### src/rtl/demux_route_sequencer.sv
// -----------------------------------------------------------------------------
// demux_route_sequencer
//
// Purpose:
//   Upstream driver for a 1-to-NUM_CH demultiplexer. The block takes a serial
//   bit stream over a valid/ready handshake. It routes successive bits to the
//   enabled channels in ascending channel order, one bit per enabled channel
//   per frame. The demux data input (i) and select (s) are driven from
//   registers. Frame completion and bad-configuration events are reported as
//   single-cycle pulses.
//
// Parameters:
//   NUM_CH     number of demux output channels; must equal 2**SEL_W
//   SEL_W      select width driven to the demux
//
// Ports:
//   clk         in   1       clock, all state updates on the rising edge
//   rst         in   1       synchronous active-high reset
//   start       in   1       begin a frame; honoured only while idle
//   ch_mask     in   NUM_CH  enabled channels, sampled when start is accepted
//   din         in   1       serial data bit
//   din_valid   in   1       din is valid this cycle
//   din_ready   out  1       sequencer accepts din this cycle
//   i           out  1       registered data to the demux input
//   s           out  SEL_W   registered select to the demux
//   busy        out  1       high while a frame is in progress
//   frame_done  out  1       one-cycle pulse after the last bit of a frame
//   err         out  1       one-cycle pulse when start arrives with ch_mask == 0
//
// Configuration macro:
//   DEMUX_SEQ_RTZ_EN  When defined, the design uses return-to-zero data.
//                     i is 1 only in the cycle right after an accept. In every
//                     later cycle without an accept, i falls back to 0, so each
//                     routed bit becomes a single-cycle pulse on the demux
//                     output. s still holds.
//                     When undefined, i holds the last routed bit.
// -----------------------------------------------------------------------------
module demux_route_sequencer #(
    parameter int NUM_CH = 8,
    parameter int SEL_W  = 3
) (
    input  logic              clk,
    input  logic              rst,
    input  logic              start,
    input  logic [NUM_CH-1:0] ch_mask,
    input  logic              din,
    input  logic              din_valid,
    output logic              din_ready,
    output logic              i,
    output logic [SEL_W-1:0]  s,
    output logic              busy,
    output logic              frame_done,
    output logic              err
);

    typedef enum logic {
        ST_IDLE = 1'b0,
        ST_SCAN = 1'b1
    } state_t;

    state_t             r_state,      w_state_nxt;
    logic [SEL_W-1:0]   r_ptr,        w_ptr_nxt;
    logic [NUM_CH-1:0]  r_mask,       w_mask_nxt;
    logic               r_i,          w_i_nxt;
    logic [SEL_W-1:0]   r_s,          w_s_nxt;
    logic               r_frame_done, w_frame_done_nxt;
    logic               r_err,        w_err_nxt;

    logic [NUM_CH-1:0]  w_above;      // enabled channels strictly above r_ptr
    logic               w_accept;

    // Index of the lowest set bit. Callers only pass non-zero vectors.
    // The descending scan leaves the lowest hit as the final assignment.
    function automatic logic [SEL_W-1:0] lowest_set(input logic [NUM_CH-1:0] v);
        lowest_set = '0;
        for (int k = NUM_CH - 1; k >= 0; k--) begin
            if (v[k]) begin
                lowest_set = SEL_W'(k);
            end
        end
    endfunction

    assign w_accept = (r_state == ST_SCAN) && din_valid;

    always_comb begin
        w_above = '0;
        for (int k = 0; k < NUM_CH; k++) begin
            w_above[k] = r_mask[k] && (k > int'(r_ptr));
        end
    end

    // NOTE: every signal written in this block gets a default before the case.
    // Without those defaults, a path that leaves a signal unassigned would
    // infer a latch.
    always_comb begin
        w_state_nxt      = r_state;
        w_ptr_nxt        = r_ptr;
        w_mask_nxt       = r_mask;
        w_s_nxt          = r_s;
        w_frame_done_nxt = 1'b0;
        w_err_nxt        = 1'b0;
`ifdef DEMUX_SEQ_RTZ_EN
        w_i_nxt          = 1'b0;    // any cycle without an accept returns i to 0
`else
        w_i_nxt          = r_i;     // i holds the last routed bit
`endif

        case (r_state)
            ST_IDLE: begin
                if (start) begin
                    if (|ch_mask) begin
                        w_mask_nxt  = ch_mask;
                        w_ptr_nxt   = lowest_set(ch_mask);
                        w_state_nxt = ST_SCAN;
                    end else begin
                        w_err_nxt   = 1'b1;
                    end
                end
            end

            ST_SCAN: begin
                // start and ch_mask are deliberately ignored mid-frame.
                if (w_accept) begin
                    w_i_nxt = din;
                    w_s_nxt = r_ptr;
                    if (|w_above) begin
                        w_ptr_nxt = lowest_set(w_above);
                    end else begin
                        // No wrap-around: the last enabled channel ends the frame.
                        w_state_nxt      = ST_IDLE;
                        w_frame_done_nxt = 1'b1;
                    end
                end
            end
        endcase
    end

    // NOTE: sequential state uses non-blocking assignments, so every register
    // samples the values from before the edge, whatever order the statements
    // appear in.
    always_ff @(posedge clk) begin
        if (rst) begin
            r_state      <= ST_IDLE;
            r_ptr        <= '0;
            r_mask       <= '0;
            r_i          <= 1'b0;
            r_s          <= '0;
            r_frame_done <= 1'b0;
            r_err        <= 1'b0;
        end else begin
            r_state      <= w_state_nxt;
            r_ptr        <= w_ptr_nxt;
            r_mask       <= w_mask_nxt;
            r_i          <= w_i_nxt;
            r_s          <= w_s_nxt;
            r_frame_done <= w_frame_done_nxt;
            r_err        <= w_err_nxt;
        end
    end

    assign din_ready  = (r_state == ST_SCAN);
    assign busy       = (r_state == ST_SCAN);
    assign i          = r_i;
    assign s          = r_s;
    assign frame_done = r_frame_done;
    assign err        = r_err;

endmodule

### config.mk
export PLATFORM = sky130hd
export DESIGN_NAME = demux_route_sequencer
export DESIGN_NICKNAME = d
export VERILOG_FILES = /design/src/rtl/demux_route_sequencer.sv
export SDC_FILE = /design/constraint.sdc
export NUM_CORES = 1
export LEC_CHECK = 0
export BUFFER_PORTS_ARGS = -buffer_cell sky130_fd_sc_hd__buf_2
export CAP_MARGIN = 25
export CELL_PAD_IN_SITES_DETAIL_PLACEMENT = 1
export CELL_PAD_IN_SITES_GLOBAL_PLACEMENT = 1
export CORE_AREA = 2 2 49 60
export CTS_CLUSTER_SIZE = 28
export DETAILED_ROUTE_END_ITERATION = 6
export DIE_AREA = 0 0 51 62
export GPL_ROUTABILITY_DRIVEN = 0
export GPL_TIMING_DRIVEN = 1
export PLACE_DENSITY = 0.75
export SLEW_MARGIN = 20
export SYNTH_ARGS = -nofsm -noshare
export SYNTH_HDL_FRONTEND = slang
export SYNTH_SLANG_ARGS = --single-unit
### constraint.sdc
create_clock -name clk -period 1.9 [get_ports clk]
set_clock_uncertainty 0.2 [all_clocks]
set_input_delay 0 -clock clk [delete_from_list [all_inputs] [get_ports clk]]
set_output_delay 0 -clock clk [all_outputs]
set_load 0.01 [all_outputs]
==> summary.md <==
| Metric | Value |
|---|---|
| Status | completed |
| Max_cap viols | 0 |
| Crit-path max cell delay | 590 ps |
| Synthesis-to-layout area growth | 39.6% |
| Chip height | 62 um |
| Synth top area share | 36.9% |
| Final Hold Viols | 0 |
| Unique cell type count in the Yosys netlist | 37 |
| WHS Endpoint | s[1] |
| Reg2reg end | s[2] |
| Total Routed Length | 2910 um |
| Setup-failing EPs final | 0 |
| VDD IR max | 0.447 mV |
| GRT Util Overall | roughly a fifth |
| Placed insts | 172 |
| Vias in the first global route | 1,075 |
| Avg WL per Cell | around 15 um |
| Max Buffers Root-to-Sink | 2 |
| Cell taking the most area after synthesis | dfxtp_1 |
| Syn_nets | 130 |
| Post-synth EDFFs | 0 |
| Final #Nets | 170 |
| Cell family with most CP delay | buffers and inverters |
| Worst path buffer plus inverter count | 1 |
| Pin count of the biggest net entering global routing | 18 |
| Post-route ant nets | 0 |
| Clock Sinks | 17 |
| Worst EP arrival | 1830 ps |
| Total power | 870 uW |
| Hold depth | 2 |
| Fill count | 320 |
| Hold Startpoint | s[1] |
| CTS root buf | clkbuf_4 |
| Yosys warns | 0 |
| DRC errors left | 0 |
| CTS tree | yes |
| Vias after detailed routing | 1,012 |
| Core Region | 2650 um^2 |
| Total die area | 3160 um^2 |
| Top-count cell post-synth | nand2_1 |
| R2R setup slack | 70 ps |
| Post-synthesis cell area | 923 um^2 |
| Share of cells above drive strength 1 | 30.8% |
| RSZ-0062 raised after global routing | false |
| Die W | 51 um |
| Startpoint Class | register |
| Initial DRC count | 16 |
| Reg2Reg Depth | 4 |
| Critical path class | reg2reg |
| CP Cell Sequence | nand2_2 > nand2_1 > a21oi_1 > dlygate4sd3_1 |
| Crit Path Max Fanout | 9 |
| Setup TNS | 0 ps |
| WP data required | 1900 ps |
| Grt ovf | 0 |
| Drt pass-1 iters | 4 |
| Number of antenna violations at the first check in global routing | 0 |
| Pwr per Cell Area | 675 nW/um^2 |
| Final Slew Violations | 0 |
| # diodes | 0 |
| Via density | about 5.3 |
| Fmax | 546 MHz |
| Post-CTS Setup Bufs | 0 |
| Ranking of synthesized cells by area | dfxtp_1, nand2_1, a21oi_1 |
| TritonCTS Buffers | 3 |
| Ys async rst share | 0% |
| HPWL Detailed | about 2100 um |
| Tmin final | 1830 ps |
| Initial Utilization | a little over a third |
| R2r startpoint | busy |
| Port buffer count | 20 |
| Leakage | roughly 0.00052 uW |
| Sequential area share after synthesis | 36.9% |
| #FFs+latches synth | 17 |
| Synth cell count leaders | nand2_1, dfxtp_1, nor2_1, a21oi_1 |
| Insertion delay to the later sink of the worst-skew pair | 300 ps |
| Max transition margin | 74.4% |
| Clk slew on worst S/H paths | 110 ps |
| Hold/Removal Path Class | reg2reg |
| Fin cells | 190 |
| CP endpoint kind | register |
| Most used DFF post-synth | dfxtp_1 |
| First-pass GRT wire length | 4890 um |
| Tcrit/Tclk final | slightly below 100% |
| H-tree Lvls | 1 |
| Worst-margin pin slew | 382 ps |
| Row count | 21 |
| Post-Synthesis Cells | 117 |
| I/O Pins | 21 |
| CP max stage cell | dlygate4sd3_1 |
| Mapped Avg Cell Area | 7.89 um^2 |
## flip-flops by register name (all words and copies together) (netlist names)
signal,count
err,1
r_ptr,3
i,1
frame_done,1
r_mask,7
busy,1
s,3
## layout by cell type (no fill, tap or decap), types with 2 or more instances in the layout
| master | instances |
|---|---|
| nand2_1 | 19 |
| a21oi_1 | 13 |
| or4_4 | 2 |
| dlygate4sd3_1 | 14 |
| o21ai_0 | 2 |
| nor2b_1 | 5 |
| inv_1 | 2 |
| nand3_1 | 5 |
| dfxtp_1 | 14 |
| buf_2 | 20 |
| o31ai_1 | 2 |
| buf_4 | 8 |
| nor3_1 | 2 |
| dfxtp_2 | 3 |
| a21boi_1 | 2 |
| nor2_1 | 14 |
| clkbuf_4 | 3 |
## stage by stage
| stage | setup slack (ps) | instance area (um^2) | hold slack (ps) | util, % |
|---|---|---|---|---|
| finish | 68.6 | 1290 | 270 | 48.6 |
| global route | 10.7 | 1290 | 288 | 48.6 |
| detailed placement | 27.3 | 1100 | 65.2 | 41.3 |
| CTS | 18.3 | 1270 | 271 | 47.8 |
| floorplan | 159 | 923 | -64.0 | - |
| global placement | 154 | 1100 | 61.8 | 41.3 |
## worst max path at each step
stage	startpoint	end	slack, ps	depth (start not counted)
global placement	r_ptr[1]	r_ptr[0]	150	6
CTS	r_ptr[1]	r_ptr[0]	20	6
detailed placement	r_ptr[1]	r_ptr[0]	30	6
global route	ch_mask[5]	r_mask[2]	10	7
floorplan	busy	r_ptr[0]	160	5
finish	busy	s[2]	70	4
## cell families after synthesis
| logic type | count (synthesis) | synth area share (%) |
|---|---|---|
| and+or+nand+nor | 57 | 29.8 |
| AOI/OAI and AO/OA | 32 | 27.4 |
| DFF | 17 | 36.9 |
| buffers and inverters | 10 | 4.88 |
| muxes | 1 | 1.08 |
## worst reg2reg max path: stages (launching register included)
cell           delay [ps]
dfxtp_1               520
nand2_2               220
nand2_1               120
a21oi_1                80
dlygate4sd3_1         590
## power breakdown
part / internal [uW] / switching [uW] / total (uW)
sequential: 381 / 37.3 / 418
clock: 78.6 / 127 / 206
combinational: 122 / 124 / 247
## cell type report
type / count / area (um^2) / share of cell area [%]
Clock buffer: 3 / 22.5 / 1.75
Clock inverter: 1 / 5.00 / 0.388
Inverter: 2 / 7.51 / 0.583
Multi-Input combinational cell: 90 / 556 / 43.1
Sequential cell: 17 / 344 / 26.7
Tap cell: 34 / 42.5 / 3.30
Timing Repair Buffer: 43 / 312 / 24.2
## timing repair
item | CTS | global route
endpoints found under the setup margin | 1 | 9
resized for setup | 1 | 8
hold endpoints to repair | 17 | 0
hold buffers | 14 | 0
pin swaps | 0 | 1
## metal layers
layer  track usage [%]  share of wire (%)  routed length [um]
met5                 0                  0                   0
met1              24.0                 40                1170
met3              3.11                2.1                  61
met2              39.5                 56                1630
met4              10.0                1.7                  50
(Power assumes the default switching activity.)
